$ cat config.mk
export PLATFORM = sky130hd
export DESIGN_NAME = mult32_seq
export DESIGN_NICKNAME = d
export VERILOG_FILES = /design/src/rtl/mult_pkg.sv /design/src/rtl/mult17_booth.sv /design/src/rtl/mult32_seq.sv
export SDC_FILE = /design/constraint.sdc
export NUM_CORES = 1
export LEC_CHECK = 0
export CORE_UTILIZATION = 45
export CTS_CLUSTER_SIZE = 40
export DETAILED_ROUTE_END_ITERATION = 7
export GPL_TIMING_DRIVEN = 0
export HOLD_SLACK_MARGIN = 0.08
export PLACE_DENSITY = 0.65
export SYNTH_ARGS = -nofsm -noshare
export SYNTH_HDL_FRONTEND = slang
export SYNTH_SLANG_ARGS = --single-unit
export TNS_END_PERCENT = 50
$ cat constraint.sdc
create_clock -name clk -period 17.3 [get_ports clk]
set_clock_uncertainty 0.2 [all_clocks]
set_input_delay 5.19 -clock clk [delete_from_list [all_inputs] [get_ports clk]]
set_output_delay 5.19 -clock clk [all_outputs]
set_load 0.02 [all_outputs]
$ cat src/rtl/mult_pkg.sv
// Shared definitions for the sequential 32x32 multiplier: operation codes,
// FSM state encoding, step count, half-operand width, result-reuse tag layout.
// Ports: none (package only).
package mult_pkg;

  // Width of one signed half-operand (16 data bits plus sign/zero extension).
  localparam int HALF_W = 17;

  // Number of partial-product steps spent in CALC.
  localparam int STEPS = 4;

  typedef enum logic [1:0] {
    OP_MUL    = 2'd0,
    OP_MULH   = 2'd1,
    OP_MULHSU = 2'd2,
    OP_MULHU  = 2'd3
  } op_e;

  typedef enum logic [1:0] {
    ST_IDLE = 2'd0,
    ST_CALC = 2'd1,
    ST_DONE = 2'd2
  } state_e;

  // Key of the most recently computed product. MUL and MULH share signedness,
  // so they share one tag and can reuse each other's 64-bit product.
  typedef struct packed {
    logic [31:0] a;
    logic [31:0] b;
    logic        a_signed;
    logic        b_signed;
    logic        vld;
  } tag_t;

  function automatic logic op_a_signed(op_e op);
    return (op != OP_MULHU);
  endfunction

  function automatic logic op_b_signed(op_e op);
    return (op == OP_MUL) || (op == OP_MULH);
  endfunction

endpackage

$ cat src/rtl/mult17_booth.sv
// Combinational 17x17 signed radix-4 Booth multiplier.
// Latency: 0 cycles (purely combinational). Backpressure: none.
// Ports: x, y - signed 17-bit operands; p - signed 34-bit product.
module mult17_booth
  import mult_pkg::*;
(
  input  logic signed [HALF_W-1:0]   x,
  input  logic signed [HALF_W-1:0]   y,
  output logic signed [2*HALF_W-1:0] p
);

  // y is sign-extended to an even width (18 bits) and given an implicit
  // zero below bit 0, giving nine overlapping 3-bit Booth groups.
  logic [HALF_W+1:0]   y_ext;
  logic [2*HALF_W-1:0] x_1;
  logic [2*HALF_W-1:0] x_2;
  logic [2*HALF_W-1:0] pp;
  logic [2*HALF_W-1:0] sum;
  logic [2:0]          grp;

  always_comb begin
    y_ext = {y[HALF_W-1], y, 1'b0};
    x_1   = {{HALF_W{x[HALF_W-1]}}, x};
    x_2   = x_1 << 1;
    sum   = '0;
    pp    = '0;
    grp   = '0;
    for (int i = 0; i < (HALF_W + 1) / 2; i++) begin
      grp = y_ext[2*i +: 3];
      case (grp)
        3'b001, 3'b010: pp = x_1;
        3'b011:         pp = x_2;
        3'b100:         pp = '0 - x_2;
        3'b101, 3'b110: pp = '0 - x_1;
        default:        pp = '0;
      endcase
      // Accumulation wraps at 34 bits, which is exact for a 17x17 signed product.
      sum = sum + (pp << (2 * i));
    end
    p = sum;
  end

endmodule

$ cat src/rtl/mult32_seq.sv
// Sequential 32x32 multiplier (MUL/MULH/MULHSU/MULHU) built on one shared 17x17 Booth core.
// Latency: response 5 cycles after accept (1 cycle on a result-reuse hit when MULT_RESULT_REUSE_EN).
// Backpressure: one op in flight; req_ready only in IDLE, result held in DONE until resp_ready.
//
// Ports:
//   clk, rst            - clock, synchronous active-high reset
//   req_valid/req_ready - request handshake; req_op, req_a, req_b carried with it
//   kill                - flush: abandons any in-flight op, blocks same-cycle accept
//   resp_valid/resp_ready, resp_data - result handshake (low word for MUL, high word otherwise)
//   busy                - high whenever the FSM is not IDLE
// Optional feature: define MULT_RESULT_REUSE_EN to keep the last product and
// skip CALC when a new request repeats the same operands and signedness.
module mult32_seq
  import mult_pkg::*;
(
  input  logic        clk,
  input  logic        rst,
  input  logic        req_valid,
  output logic        req_ready,
  input  logic [1:0]  req_op,
  input  logic [31:0] req_a,
  input  logic [31:0] req_b,
  input  logic        kill,
  output logic        resp_valid,
  input  logic        resp_ready,
  output logic [31:0] resp_data,
  output logic        busy
);

  state_e      state;
  state_e      state_nxt;
  logic [1:0]  step;
  logic [63:0] acc;
  logic [31:0] a_q;
  logic [31:0] b_q;
  op_e         op_q;

  logic        accept;
  logic        calc_last;
  logic        reuse_hit;
  logic [63:0] reuse_prod;

  logic a_sgn;
  logic b_sgn;
  logic signed [HALF_W-1:0]   a_lo;
  logic signed [HALF_W-1:0]   a_hi;
  logic signed [HALF_W-1:0]   b_lo;
  logic signed [HALF_W-1:0]   b_hi;
  logic signed [HALF_W-1:0]   mul_x;
  logic signed [HALF_W-1:0]   mul_y;
  logic signed [2*HALF_W-1:0] prod;
  logic [63:0] prod_ext;
  logic [63:0] addend;
  logic [63:0] acc_sum;

  assign accept    = req_valid && (state == ST_IDLE) && !kill;
  assign calc_last = (state == ST_CALC) && (step == 2'(STEPS - 1));

  // ---------------------------------------------------------------------------
  // Result-reuse tag
  // ---------------------------------------------------------------------------
`ifdef MULT_RESULT_REUSE_EN
  tag_t        tag;
  logic [63:0] last_prod;

  assign reuse_hit  = tag.vld
                   && (tag.a == req_a) && (tag.b == req_b)
                   && (tag.a_signed == op_a_signed(op_e'(req_op)))
                   && (tag.b_signed == op_b_signed(op_e'(req_op)));
  assign reuse_prod = last_prod;

  // Captured only on a completed CALC->DONE step, so a kill or reset
  // mid-calculation never stores a partial sum.
  always_ff @(posedge clk) begin
    if (rst) begin
      tag       <= '0;
      last_prod <= '0;
    end else if (calc_last && !kill) begin
      tag.a        <= a_q;
      tag.b        <= b_q;
      tag.a_signed <= a_sgn;
      tag.b_signed <= b_sgn;
      tag.vld      <= 1'b1;
      last_prod    <= acc_sum;
    end
  end
`else
  assign reuse_hit  = 1'b0;
  assign reuse_prod = '0;
`endif

  // ---------------------------------------------------------------------------
  // Operand split and shared Booth core
  // ---------------------------------------------------------------------------
  assign a_sgn = op_a_signed(op_q);
  assign b_sgn = op_b_signed(op_q);

  // Low halves are always non-negative; high halves carry the operand's sign
  // only when that operand is treated as signed.
  assign a_lo = {1'b0, a_q[15:0]};
  assign b_lo = {1'b0, b_q[15:0]};
  assign a_hi = {a_sgn & a_q[31], a_q[31:16]};
  assign b_hi = {b_sgn & b_q[31], b_q[31:16]};

  always_comb begin
    mul_x  = a_lo;
    mul_y  = b_lo;
    addend = '0;
    case (step)
      2'd0: begin mul_x = a_lo; mul_y = b_lo; addend = prod_ext;       end
      2'd1: begin mul_x = a_lo; mul_y = b_hi; addend = prod_ext << 16; end
      2'd2: begin mul_x = a_hi; mul_y = b_lo; addend = prod_ext << 16; end
      default: begin mul_x = a_hi; mul_y = b_hi; addend = prod_ext << 32; end
    endcase
  end

  mult17_booth u_booth (
    .x (mul_x),
    .y (mul_y),
    .p (prod)
  );

  assign prod_ext = {{(64 - 2*HALF_W){prod[2*HALF_W-1]}}, prod};
  assign acc_sum  = acc + addend;

  // ---------------------------------------------------------------------------
  // FSM: state register
  // ---------------------------------------------------------------------------
  always_ff @(posedge clk) begin
    if (rst) begin
      state <= ST_IDLE;
    end else begin
      state <= state_nxt;
    end
  end

  // ---------------------------------------------------------------------------
  // FSM: next state
  // ---------------------------------------------------------------------------
  always_comb begin
    state_nxt = state;
    case (state)
      ST_IDLE: begin
        if (req_valid) begin
          state_nxt = reuse_hit ? ST_DONE : ST_CALC;
        end
      end
      ST_CALC: begin
        if (step == 2'(STEPS - 1)) begin
          state_nxt = ST_DONE;
        end
      end
      ST_DONE: begin
        if (resp_ready) begin
          state_nxt = ST_IDLE;
        end
      end
      default: state_nxt = ST_IDLE;
    endcase
    // kill wins over everything; with resp_ready in DONE the transfer still
    // counts as done since both paths land in IDLE.
    if (kill) begin
      state_nxt = ST_IDLE;
    end
  end

  // ---------------------------------------------------------------------------
  // FSM: outputs
  // ---------------------------------------------------------------------------
  always_comb begin
    req_ready  = (state == ST_IDLE);
    busy       = (state != ST_IDLE);
    resp_valid = (state == ST_DONE);
    resp_data  = '0;
    if (state == ST_DONE) begin
      resp_data = (op_q == OP_MUL) ? acc[31:0] : acc[63:32];
    end
  end

  // ---------------------------------------------------------------------------
  // Datapath registers
  // ---------------------------------------------------------------------------
  always_ff @(posedge clk) begin
    if (rst) begin
      a_q  <= '0;
      b_q  <= '0;
      op_q <= OP_MUL;
      step <= '0;
      acc  <= '0;
    end else if (accept) begin
      a_q  <= req_a;
      b_q  <= req_b;
      op_q <= op_e'(req_op);
      step <= '0;
      // A reuse hit goes straight to DONE, so the stored product is loaded here.
      acc  <= reuse_hit ? reuse_prod : '0;
    end else if ((state == ST_CALC) && !kill) begin
      acc  <= acc_sum;
      step <= step + 2'd1;
    end
  end

endmodule

Word level (Yosys, flattened, before mapping)
Cells that the tools add are included.
{"block": "word_totals", "register_bits": 134, "latch_bits": 0, "ramBits": 0, "rom_bits": 0, "inputBits": 71, "output_inout_bits": 35, "wordCells": 130, "mem_count": 0}
{"block": "op_classes", "addsub": 12, "mul": 0, "div_mod_pow": 0, "n_lt_le_gt_ge": 0, "n_eq_ne": 61, "n_shift": 0, "n_mux": 18, "bitwise_logic": 2, "reduce_logical": 31}
{"cell": "$add 34x34->34", "count": 8}
{"cell": "$pmux 32 s4", "count": 1}
{"cell": "$pmux 64 s2", "count": 1}
{"cell": "$pmux 30 s4", "count": 1}
{"cell": "$pmux 28 s4", "count": 1}
{"cell": "$pmux 26 s4", "count": 1}
{"cell": "$pmux 34 s3", "count": 1}
{"cell": "$pmux 24 s4", "count": 1}
{"cell": "$pmux 22 s4", "count": 1}
{"cell": "$pmux 20 s4", "count": 1}
{"cell": "$eq 3x3->1 const B", "count": 24}
{"cell": "$pmux 18 s4", "count": 1}
{"cell": "$add 64x64->64", "count": 1}
{"cell": "$mux 32", "count": 2}
{"cell": "$eq 3x2->1 const B", "count": 16}
{"cell": "$reduce_or 2->1", "count": 21}
{"cell": "$mux 17", "count": 2}
{"cell": "$eq 3x1->1 const B", "count": 8}
{"cell": "$sub 1x18->19 const A", "count": 1}
{"cell": "$sub 1x17->18 const A", "count": 1}
{"cell": "$eq 2x2->1 const B", "count": 5}
{"cell": "$eq 2x1->1 const B", "count": 4}
{"cell": "$logic_not 2->1", "count": 3}
{"cell": "$mux 2", "count": 3}
{"cell": "other kinds (10)", "count": 15}

Depth between registers and ports, before layout
Gate-level depths: netlist (run 1).
{"block": "logic_depth", "word_depth": 17, "mapped_depth": 54, "mapped_depth_nobuf": 46}

Modules after synthesis
From an unflattened synthesis (run 1), not the netlist that was laid out.
{"block": "hier_totals", "cells_unflattened": 3103, "hier_area_um2": 21943.5}
{"mod": "mult17_booth", "instances": 1, "cells_per_inst": 1653, "area_per_inst_um2": 11785.1}
{"mod": "mult32_seq", "instances": 1, "cells_per_inst": 1450, "area_per_inst_um2": 10158.5}

Worst setup path before layout (run 1)
No wires, ideal clock.
{"block": "synth_timing", "path_type": "flip-flop to flip-flop", "start": "register step[0]", "end": "register acc[56]", "setup_ns": 0.130, "arrival_ns": 11.619, "required_time_ns": 16.970, "path_slack_ns": 5.351, "stages_incl_launch_ff": 48, "n_path_buf": 5, "cell_sequence": "dfxtp_1 -> inv_1 -> ha_1 -> nor2_1 -> clkbuf_1 -> buf_2 -> mux2i_1 -> clkbuf_1 -> ha_1 -> clkbuf_1 -> nand4_1 -> or3_1 -> nor3_4 -> nand3_4 -> xnor2_4 -> nor2_1 -> a21oi_1 -> a221oi_1 -> [... 12 more ...] -> o21a_1 -> o21ai_0 -> a21oi_1 -> o41ai_1 -> xnor2_1 -> nand2_1 -> o21ai_0 -> ha_1 -> clkbuf_1 -> nand4_1 -> or2_2 -> a2111o_1 -> o221ai_1 -> a21boi_0 -> o21ai_0 -> a31oi_1 -> mux2i_1 -> o22ai_1"}
{"block": "synth_via", "elab_chain_cells": 16, "elab_cells_between_ends": 96, "classes_between": "add/sub: 11; eq/ne: 53; mux: 12; reduce/logical: 20"}
{"item": "start: declaration", "line_no": "mult32_seq.sv:32", "text": "logic [1:0] step;"}
{"item": "start signal: assignment", "line_no": "mult32_seq.sv:199", "text": "step <= step + 2'd1;"}
{"item": "branches (longest 14 deep; another with $add 34x34->34)"}
{"item": "$pmux 64 s2 (*)", "line_no": "mult32_seq.sv:109", "text": "case (step)"}
{"item": "$add 64x64->64 (*)", "line_no": "mult32_seq.sv:124", "text": "assign acc_sum = acc + addend;"}
{"item": "end signal: assignment", "line_no": "mult32_seq.sv:196", "text": "acc <= reuse_hit ? reuse_prod : '0;"}
{"item": "end signal: assignment", "line_no": "mult32_seq.sv:198", "text": "acc <= acc_sum;"}
{"item": "end: declaration", "line_no": "mult32_seq.sv:33", "text": "logic [63:0] acc;"}
Mark *: on every way between the ends.
A chain may end at the register's enable or synchronous reset.

Final worst setup path (run 1)
Ends and elaborated chain as after synthesis.

==> results of run 1 <==
## what timing repair did
action	in CTS	in global routing
hold buffers	0	0
gates resized for setup	0	3
setup endpoints to repair	0	16
## final cells by class
| cell class | count | share of cell area (%) |
|---|---|---|
| timing repair buffer | 116 | 4.911 |
| buffer | 212 | 3.418 |
| multi-input combinational | 2460 | 71.57 |
| inverter | 199 | 3.129 |
| sequential | 134 | 11.24 |
| tap | 607 | 3.182 |
| antenna | 3 | 0.03145 |
| clock buffer | 17 | 1.782 |
| clock inverter | 15 | 0.7338 |
## cells in the mapped netlist (all sizes together) (7+ instances only)
cell	instances	area [µm²]
or2	17	106.4
mux2	16	187.7
dfxtp	134	2683
o21ai	164	820.8
clkbuf	192	720.7
ha	123	1539
o21a	27	202.7
o21bai	16	120.1
mux2i	35	350.3
a21o	67	503.0
nor2b	9	56.30
nand2b	14	87.58
a31oi	29	181.4
o22ai	47	294.0
nor2	267	1002
a211oi	31	232.7
and2	11	68.82
o211ai	14	105.1
a21oi	398	2026
o221ai	29	254.0
inv	199	747.0
and3	16	100.1
nand2	519	1948
a221oi	63	551.8
xnor2	116	1035
or3	8	50.05
a22oi	19	147.6
nor3	39	211.5
nand3	40	212.7
o32ai	10	87.58
buf	21	98.84
nor4	7	43.79
nand4	21	131.4
xor2	41	359.1
a221o	10	100.1
fa	158	3163
o31ai	10	88.83
## per-stage QoR
step	total power [mW]	area, µm²
floorplan	1.468	21230
global placement	1.992	23030
detailed placement	2.020	23230
CTS	2.414	23840
global route	2.620	23860
finish	2.499	23870
## how the worst max path moves through the flow
| stage | startpoint | end | slack, ns | cells past startpoint |
|---|---|---|---|---|
| 3_5_place_dp | step[0]$_SDFFE_PP0P_ | acc[56]$_SDFFE_PP0P_ | 0.48 | 51 |
| 6_report | step[0]$_SDFFE_PP0P_ | acc[56]$_SDFFE_PP0P_ | 0.62 | 47 |
| 4_1_cts | step[0]$_SDFFE_PP0P_ | acc[56]$_SDFFE_PP0P_ | 0.32 | 48 |
| 2_1_floorplan | step[0]$_SDFFE_PP0P_ | acc[56]$_SDFFE_PP0P_ | 5.35 | 47 |
| 5_1_grt | step[0]$_SDFFE_PP0P_ | acc[56]$_SDFFE_PP0P_ | 0.10 | 47 |
| 3_3_place_gp | step[0]$_SDFFE_PP0P_ | acc[56]$_SDFFE_PP0P_ | -1.02 | 46 |
## critical path: cells and delay by family (launching register included)
| kind | cells | cell delay, ns |
|---|---|---|
| DFF | 1 | 0.40 |
| xor gates and xnor gates | 2 | 1.07 |
| and+or+nand+nor | 13 | 3.55 |
| adders and majority gates | 8 | 3.86 |
| buffers and inverters | 7 | 2.22 |
| muxes | 1 | 0.19 |
| AOI/OAI and AO/OA | 16 | 4.99 |
## cell families after synthesis
kind of cell               count (synthesis)  share of synthesized area (%)
buffers and inverters                    412                          7.378
adders and majority gates                281                          22.15
xor gates and xnor gates                 157                          6.565
DFF                                      134                          12.63
AOI/OAI and AO/OA                        983                          29.02
and+or+nand+nor                          988                          19.72
muxes                                     51                          2.534
## power groups by stage
stage | sequential [mW] | clock (mW) | combinational, mW
after CTS | 0.338 | 0.389 | 1.69
after global routing | 0.339 | 0.400 | 1.88
final | 0.338 | 0.389 | 1.77
after detailed placement | 0.345 | 0 | 1.68
after floorplan | 0.338 | 0 | 1.13
after global placement | 0.344 | 0 | 1.65
## state kept, by name (all words and copies together) (netlist names)
name,count
op_q,2
acc,64
a_q,32
step,2
b_q,32
state,2
## routing by layer
| layer | share of wire [%] | global-route usage (%) |
|---|---|---|
| met5 | 0.12 | 1.354 |
| met3 | 13 | 18.31 |
| met1 | 37 | 56.70 |
| met2 | 42 | 70.12 |
| met4 | 7.5 | 30.90 |
==> metrics.csv, run 1 <==
stage;metric;value;unit
logic_synthesis;Seq/Total Area, Yosys;12.63;%
clocking;Sink Count;134;
logic_synthesis;ys flop type;dfxtp_1;
worst_setup_path;critical-path maximum fanout;10;
timing;Worst Setup Slack, final;0.6183;ns
worst_setup_path;max incr delay on CP;0.80;ns
placed_design;hpwl dp;88250;µm
power;Flop pwr share;13.5;%
global_routing;grt ovf;0;
placed_design;pre-CTS setup slack;0.4779;ns
layout;share of layout cells above drive strength 1;3.869;%
logic_synthesis;Synth cell types;82;
floorplan;I/O pin count;106;
logic_synthesis;syn nets;3358;
timing;RSZ-0062 raised after global routing;false;
route;First-pass DRT Iterations;7;
run_status;failing checks;DRC, capacitance limit, slew limit;
worst_setup_path;Worst Path Required;17.41;ns
power;Int Pwr;1.082;mW
power;Comb power frac;70.9;%
layout;Layout Cells excl Fill;3763;
route;WL final;114000;µm
clocking;setup bufs post-CTS;0;
worst_setup_path;CP max stage cell;clkbuf_1;
route;DR vias;25080;
logic_synthesis;Synth Register Bits;134;
layout;footprint of the multi-input gates;17090;µm²
logic_synthesis;async set-reset flop share out of synthesis;0;%
run_status;run status;finished with violations;
floorplan;total die area;48050;µm²
global_routing;vias in the first global route;23510;
power;Net Sw Power;1.417;mW
worst_setup_path;crit path kind;reg2reg;
worst_setup_path;crit end category;flip-flop;
worst_setup_path;Reg2Reg Depth;47;
floorplan;Rows;79;
floorplan;area of the core;46560;µm²
timing;Worst slew margin;-10.24;%
power;pwr/cell area;104.7;nW/µm²
route;Detail Route Antenna Nets;0;
clocking;Root Buffer;clkbuf_16;
floorplan;die width;219.2;µm
placed_design;Cells after DPL;3728;
timing;Tcrit/Tclk final;96.43;%
route;Avg Vias per Cell;6.664;
floorplan;Initial Util;45.60;%
logic_synthesis;Mapped Cells;3006;
layout;synthesis-to-layout area growth;12.43;%
min_path;worst hold path depth;2;
logic_synthesis;synthesized area per cell;7.063;µm²
layout;fin util;51.27;%
worst_setup_path;reg2reg end;acc[56]$_SDFFE_PP0P_;
layout;most frequent cells in the layout;nand2_1, a21oi_1, nor2_1, inv_1, clkbuf_1;
layout;Filler Cells Inserted;4664;
worst_setup_path;Setup crit start kind;flip-flop;
layout;Register Area;2683;µm²
clocking;clock-pin transition on the worst setup and hold timing paths;0.07;ns
flow_run;max-cap violations;2;
timing;Fin. Hold Viols;0;
timing;Max Slew Vio Count;8;
min_path;Hold Crit Endpoint;a_q[14]$_SDFFE_PP0P_;
route;1st-iter DRT viols;3729;
power;Sw Ratio;56.71;%
power;maximum VDD drop;0.1107;mV
clocking;worst skew pair latency;0.46;ns
timing;Final Hold Slack;0.2637;ns
worst_setup_path;Arrival @ worst endpoint;16.79;ns
timing;setup_tns;0;ns
global_routing;total global-route track usage;47.33;%
min_path;Hold Startpoint;a_q[14]$_SDFFE_PP0P_;
worst_setup_path;reg2reg setup slack;0.62;ns
min_path;Hold Path Class;reg2reg;
placed_design;GP Congestion;1.172;
worst_setup_path;reg2reg start;step[0]$_SDFFE_PP0P_;
layout;most common cell after layout, fill and taps aside;nand2_1;
logic_synthesis;YS warnings;0;
power;clock share of power;15.6;%
clocking;Max H-tree Level;4;
route;DR WL/cell;30.30;µm
global_routing;initial antenna violation count;5;
clocking;Longest Clk Path Bufs;2;
global_routing;largest net degree at the start of global routing;17;
timing;worst slew pin tran;1.642;ns
floorplan;die height;219.2;µm
power;LEAKAGE;9.681;nW
timing;fmax;0.05995;GHz
route;drt drc;16;
clocking;TritonCTS Buffers;17;
clocking;TritonCTS clock tree;done;
placed_design;Port Buffers;104;
layout;final net count;3492;
global_routing;first-pass GRT wire length;162900;µm
timing;Tmin final;16.68;ns
logic_synthesis;number of flops mapped to enable cells by yosys;0;
logic_synthesis;Synth Cell Area;21230;µm²
timing;final setup vio count;0;
(Power assumes the default switching activity.)
==> run 2: changes to the inputs <==
--- a/constraint.sdc
+++ b/constraint.sdc
@@ -4,2 +4,2 @@
 set_output_delay 5.19 -clock clk [all_outputs]
-set_load 0.02 [all_outputs]
+set_load 0.05 [all_outputs]
==> results of run 2 <==
Same layout as run 1 (identical final DEF). Status: finished with violations: DRC, capacitance limit, slew limit.
Main changes from that run: total power 2.499 mW -> 2.500 mW
